[src/rtl/seg_scan_driver_if.sv]
// Purpose: bundles the load-side inputs and the scan outputs of the segment driver.
// Latency: none, wires only.
// Backpressure: none; load is always accepted and the scan never stalls.
interface seg_scan_driver_if #(
  parameter int DIGITS = 4
);
  logic [4*DIGITS-1:0] value;
  logic [DIGITS-1:0]   dp;
  logic                load;
  logic                blank_lz;
  logic [7:0]          seg;
  logic [DIGITS-1:0]   an;

  // Producer side: drives the digits to display and watches the scan outputs.
  modport master (
    output value, dp, load, blank_lz,
    input  seg, an
  );

  // Driver side: consumes the display data and drives segments and anodes.
  modport slave (
    input  value, dp, load, blank_lz,
    output seg, an
  );
endinterface

[src/rtl/seg_scan_driver.sv]
// Purpose: multiplexed 7-segment scanner with shadowed data, optional hex glyphs and leading-zero blanking.
// Latency: load lands in the shadow at the load edge; seg/an show it from the next edge on.
// Backpressure: none; load is taken on any edge and the scan runs freely.
module seg_scan_driver #(
  parameter int DIGITS = 4,
  parameter int DIV    = 50000,
  parameter bit HEX_EN = 1'b0
) (
  input  logic               clk,
  input  logic               rst,
  seg_scan_driver_if.slave   bus
);

  localparam int CW = (DIV > 1) ? $clog2(DIV) : 1;
  localparam int IW = (DIGITS > 1) ? $clog2(DIGITS) : 1;
  localparam logic [CW-1:0] CNT_LAST = CW'(DIV - 1);
  localparam logic [IW-1:0] IDX_LAST = IW'(DIGITS - 1);

  // scan position
  logic [CW-1:0]       cnt;
  logic [IW-1:0]       idx;

  // shadow copies; the display never looks at the live inputs
  logic [4*DIGITS-1:0] sh_value;
  logic [DIGITS-1:0]   sh_dp;
  logic                sh_blank_lz;

  // registered outputs
  logic [7:0]          seg_q;
  logic [DIGITS-1:0]   an_q;

  // decode path for the digit currently selected by idx
  logic [DIGITS-1:0]   lz_mask;
  logic                zero_run;
  logic [3:0]          cur_nib;
  logic                cur_dp;
  logic                cur_lz;
  logic [DIGITS-1:0]   an_nxt;
  logic [7:0]          glyph;
  logic [7:0]          seg_nxt;

  // Prescaler and digit index: idx steps once per DIV-cycle slot and wraps after the last digit.
  always_ff @(posedge clk) begin
    if (rst) begin
      cnt <= '0;
      idx <= '0;
    end else if (cnt == CNT_LAST) begin
      cnt <= '0;
      idx <= (idx == IDX_LAST) ? '0 : idx + 1'b1;
    end else begin
      cnt <= cnt + 1'b1;
    end
  end

  // Shadow capture on load; reset wins over a simultaneous load.
  always_ff @(posedge clk) begin
    if (rst) begin
      sh_value    <= '0;
      sh_dp       <= '0;
      sh_blank_lz <= 1'b0;
    end else if (bus.load) begin
      sh_value    <= bus.value;
      sh_dp       <= bus.dp;
      sh_blank_lz <= bus.blank_lz;
    end
  end

  // Leading-zero mask: walk from the most significant digit while every nibble seen so far is zero.
  // Digit 0 is never masked so an all-zero value still shows a single "0".
  always_comb begin
    lz_mask  = '0;
    zero_run = sh_blank_lz;
    for (int i = DIGITS - 1; i >= 0; i--) begin
      zero_run = zero_run & (sh_value[4*i +: 4] == 4'd0);
      if (i > 0) lz_mask[i] = zero_run;
    end
  end

  // Pick the nibble, dp bit, blank flag and anode bit for the current idx.
  always_comb begin
    cur_nib = '0;
    cur_dp  = 1'b0;
    cur_lz  = 1'b0;
    an_nxt  = '0;
    for (int i = 0; i < DIGITS; i++) begin
      if (idx == IW'(i)) begin
        cur_nib   = sh_value[4*i +: 4];
        cur_dp    = sh_dp[i];
        cur_lz    = lz_mask[i];
        an_nxt[i] = 1'b1;
      end
    end
  end

  // Glyph table in {F,C,A,G,B,D,E,P} order; the P bit is always 0 here and filled from dp below.
  always_comb begin
    glyph = 8'h00;
    case (cur_nib)
      4'h0: glyph = 8'hEE;
      4'h1: glyph = 8'h48;
      4'h2: glyph = 8'h3E;
      4'h3: glyph = 8'h7C;
      4'h4: glyph = 8'hD8;
      4'h5: glyph = 8'hF4;
      4'h6: glyph = 8'hF6;
      4'h7: glyph = 8'h68;
      4'h8: glyph = 8'hFE;
      4'h9: glyph = 8'hFC;
      4'hA: glyph = HEX_EN ? 8'hFA : 8'h00;
      4'hB: glyph = HEX_EN ? 8'hD6 : 8'h00;
      4'hC: glyph = HEX_EN ? 8'hA6 : 8'h00;
      4'hD: glyph = HEX_EN ? 8'h5E : 8'h00;
      4'hE: glyph = HEX_EN ? 8'hB6 : 8'h00;
      4'hF: glyph = HEX_EN ? 8'hB2 : 8'h00;
      default: glyph = 8'h00;
    endcase
    seg_nxt = {(cur_lz ? 7'd0 : glyph[7:1]), cur_dp};
  end

  // Output registers: the first cycle of every slot is a dark gap to avoid ghosting between digits.
  always_ff @(posedge clk) begin
    if (rst) begin
      seg_q <= 8'h00;
      an_q  <= '0;
    end else if (cnt == '0) begin
      seg_q <= 8'h00;
      an_q  <= '0;
    end else begin
      seg_q <= seg_nxt;
      an_q  <= an_nxt;
    end
  end

  assign bus.seg = seg_q;
  assign bus.an  = an_q;

endmodule

[src/flat_wrapper.sv]
// flat-port wrapper written by rule: the top's interface ports become plain ports
module seg_scan_driver_flat 
#(
  parameter int DIGITS = 4,
  parameter int DIV    = 50000,
  parameter bit HEX_EN = 1'b0
)
  (clk, rst, bus_value, bus_dp, bus_load, bus_blank_lz, bus_seg, bus_an);
  seg_scan_driver_if #(.DIGITS(DIGITS)) bus_i ();
  input  logic clk;
  input  logic rst;
  input wire logic [$bits(bus_i.value)-1:0] bus_value;
  input wire logic [$bits(bus_i.dp)-1:0] bus_dp;
  input wire logic [$bits(bus_i.load)-1:0] bus_load;
  input wire logic [$bits(bus_i.blank_lz)-1:0] bus_blank_lz;
  output wire logic [$bits(bus_i.seg)-1:0] bus_seg;
  output wire logic [$bits(bus_i.an)-1:0] bus_an;
  assign bus_i.value = bus_value;
  assign bus_i.dp = bus_dp;
  assign bus_i.load = bus_load;
  assign bus_i.blank_lz = bus_blank_lz;
  assign bus_seg = bus_i.seg;
  assign bus_an = bus_i.an;
  seg_scan_driver #(.DIGITS(DIGITS), .DIV(DIV), .HEX_EN(HEX_EN)) u_core (.clk(clk), .rst(rst), .bus(bus_i));
endmodule
[config.mk]
export PLATFORM = sky130hd
export DESIGN_NAME = seg_scan_driver_flat
export DESIGN_NICKNAME = d
export VERILOG_FILES = /design/src/rtl/seg_scan_driver_if.sv /design/src/rtl/seg_scan_driver.sv /design/src/flat_wrapper.sv
export SDC_FILE = /design/constraint.sdc
export NUM_CORES = 1
export LEC_CHECK = 0
export CORE_ASPECT_RATIO = 0.7
export CORE_MARGIN = 5
export CORE_UTILIZATION = 53
export DETAILED_ROUTE_END_ITERATION = 8
export GPL_ROUTABILITY_DRIVEN = 0
export PLACE_DENSITY = 0.78
export RECOVER_POWER = 50
export SLEW_MARGIN = 15
export SYNTH_ARGS = -nofsm -noshare
export SYNTH_HDL_FRONTEND = slang
export SYNTH_SLANG_ARGS = --single-unit
export TNS_END_PERCENT = 30
[constraint.sdc]
create_clock -name clk -period 2.6 [get_ports clk]
set_input_delay 0.39 -clock clk [delete_from_list [all_inputs] [get_ports clk]]
set_output_delay 0.39 -clock clk [all_outputs]
set_load 0.02 [all_outputs]
==> impl_results.md <==
* Status: complete, no violations
* Total number of vias at 1809
* Actual slew at the worst max-slew pin at 1.08 ns
* Seq pwr share at 57.6%
* Finish-stage setup viols at 0
* Final hold viol count at 0
* Crit Path Class: register to register
* Met3 global-route usage at 3.81%
* Postcts setup bufs at 0
* Initial Utilization at 53.7%
* CP Launch Point: u_core.idx[0]$_SDFFE_PP0P_
* HP Class: register to register
* Detailed placer's ending HPWL at 3.41 mm
* Final Util at 64.7%
* P_leak at 0.00114 uW
* Main synth FF type: dfxtp_1
* DRC viols at 0
* GR Layer Usage met1 at 25.8%
* Layout net count at 327
* Longest Clk Path Bufs at 2
* Critical Path Fanout Max at 9
* Setup TNS at 0 ns
* Minimum clock period at 2.32 ns
* CTS tree: built
* H-tree levels at 2
* R2R Path Start: u_core.idx[0]$_SDFFE_PP0P_
* Final period utilization at 89.3%
* EDFF count, synth at 0
* Max-cap violations at 0
* Cts repair resizes at 0
* Max incr delay on CP at 0.42 ns
* Hold Startpoint: u_core.cnt[0]$_SDFF_PP0_
* FF-to-FF setup slack at 0.28 ns
* Crit. End Element: register
* M2 GR Usage at 24.2%
* Die Wd at 88.5 um
* Total CTS buffers at 5
* Hold Path End: u_core.cnt[0]$_SDFF_PP0_
* Maximum vdd ir drop at 0.293 mV
* Max Clk Rate at 431 MHz
* Iteration-0 DRC Markers at 121
* Number of distinct library cells after synthesis at 37
* Antenna violations before repair at 0
* ANT nets after route at 0
* Commonest non-fill, non-tap cells in the layout: dfxtp_1, nor2_1, nand2_1
* Largest net degree at the start of global routing at 25
* Total GRT Usage at 17.1%
* Worst EP required at 2.81 ns
* Syn Inst Count at 258
* Layout cell share with drive strength beyond 1 at 4.11%
* Psw at 363 uW
* Vias in the first global route at 1647
* Register area share after synthesis at 44.7%
* Core ar. at 4250 um^2
* Unrepaired setup endpoints after global routing: no
* First-pass GRT wire length at 7.69 mm
* Die area at 5740 um^2
* DRT Pass-1 Iters at 4
* Mapped Nets at 294
* Power share of the combinational group at 12.8%
* Internal power at 1100 uW
* Post-DR vias/cell at 5.21
* Most Used Layer, Global Route: met1
* Routed wire length at 4.52 mm
* Clock slew at reported path FFs at 0.09 ns
* FP Rows at 20
* Routed WL per cell at 13.0 um
* Share of power burned in the clock network at 29.6%
* RR Endpoint: u_core.bus.seg[7]$_SDFF_PP0_
* Arr. time, crit path at 2.53 ns
* Multi-input gate area at 1190 um^2
* Die height at 64.9 um
* Congestion Overflow GR at 0
* PwrDens at 530 nW/um^2
* Commonest non-fill, non-tap cell in the layout: dfxtp_1
* Crit-path slowest cell: dfxtp_1
* Diode count at 0
* Fin. max-slew vios at 0
* CP startpoint kind: register
* Reg area at 1020 um^2
* Num ports at 36
* Clock root buffer master: clkbuf_8
* Area delta synth->final at 20.5%
* Later-pin clock latency in the skew report at 0.29 ns
* Hold_buf cts at 0
* Filler instances at 388
* Avg Cell Area, Syn at 8.85 um^2
* Slew margin rel. at 28.3%
* Port bufs at 35
* Area of the mapped netlist at 2280 um^2
* Max Clock Skew at 0.00371 ns
* Worst Hold Depth at 1
* Yosys reg bits at 51
* Critical Path, Cell by Cell: inv_1 -> ha_1 -> nor2_1 -> o211ai_1 -> nand2_1 -> inv_1 -> ha_1 -> or2_0 -> a311oi_1
* Clock Sinks at 51
* Asr flop ratio synth at 0%
* Sw frac at 24.9%
* R2R depth at 9
* Synth warn at 0
-- worst max-delay path by stage --
stage	endpoint	slack [ns]
2_1_floorplan	u_core.bus.seg[7]$_SDFF_PP0_	0.53
3_3_place_gp	u_core.bus.seg[7]$_SDFF_PP0_	0.46
3_5_place_dp	u_core.bus.seg[7]$_SDFF_PP0_	0.31
4_1_cts	u_core.bus.seg[7]$_SDFF_PP0_	0.30
5_1_grt	u_core.bus.seg[7]$_SDFF_PP0_	0.05
6_report	u_core.bus.seg[7]$_SDFF_PP0_	0.28
-- cell families (layout without fill, tap and decap cells) --
group | after synthesis | in the layout | share of synthesized area (%)
AOI/OAI and AO/OA | 28 | 28 | 7.56
xor gates and xnor gates | 14 | 14 | 5.37
adders and majority gates | 12 | 12 | 6.58
buffers and inverters | 19 | 53 | 3.29
DFF | 51 | 51 | 44.7
muxes | 22 | 22 | 9.64
and+or+nand+nor | 112 | 112 | 22.8
-- critical path: cells and delay by family, from the launching register on --
family	cells	cell delay, ns
flip-flops	1	0.42
adder cells (fa/ha/maj)	2	0.50
AND/OR/NAND/NOR	3	0.68
buffers and inverters	2	0.21
AO/OA/AOI/OAI	2	0.43
-- cell usage after synthesis (all sizes together), types with 5 or more instances --
library cell	n	area share, %
o21ai	6	1.3
inv	8	1.3
xnor2	5	1.9
xor2	9	3.5
nor2	44	7.2
dfxtp	51	45
nand3	5	1.1
mux2i	22	9.6
nand2	30	5.0
and2	5	1.4
clkbuf	8	1.3
ha	12	6.6
nor4	5	1.6
a21oi	12	2.8
-- power groups by stage --
stage / logic (uW) / clock network, uW / registers [uW]
after floorplan: 95.3 / 0 / 869
after detailed placement: 193 / 0 / 858
after CTS: 195 / 451 / 840
final: 187 / 432 / 839
after global placement: 189 / 0 / 858
after global routing: 208 / 480 / 845
-- per-layer routing --
layer,up-vias,wire [um]
met5,-,0
met4,0,42
met3,7,276
met2,46,1850
met1,822,2340
li1,934,-
-- state kept, by name (all words and copies together), names as in the netlist --
name,count
u_core.cnt,16
u_core.sh_value,16
u_core.bus.seg,8
u_core.bus.an,4
u_core.sh_dp,4
u_core.idx,2
u_core.sh_blank_lz,1
-- per-stage QoR --
stage	cells	hold WS, ns	setup WS, ns	power [uW]	cell area [um^2]
detailed placement	339	0.474	0.312	1050	2670
floorplan	258	0.442	0.533	964	2280
CTS	347	0.497	0.296	1490	2760
global route	347	0.535	0.0520	1530	2750
finish	347	0.493	0.278	1460	2750
global placement	339	0.461	0.456	1050	2670
-- final cells by class --
class	count	share of cell area, %
well taps	55	2.50
clock inverters	3	0.545
clock buffers	5	2.50
multi-input cells	188	43.1
flip-flops and latches	51	37.1
inverters	8	1.09
repair buffers	37	13.1
Power figures use the tool's default switching activity.
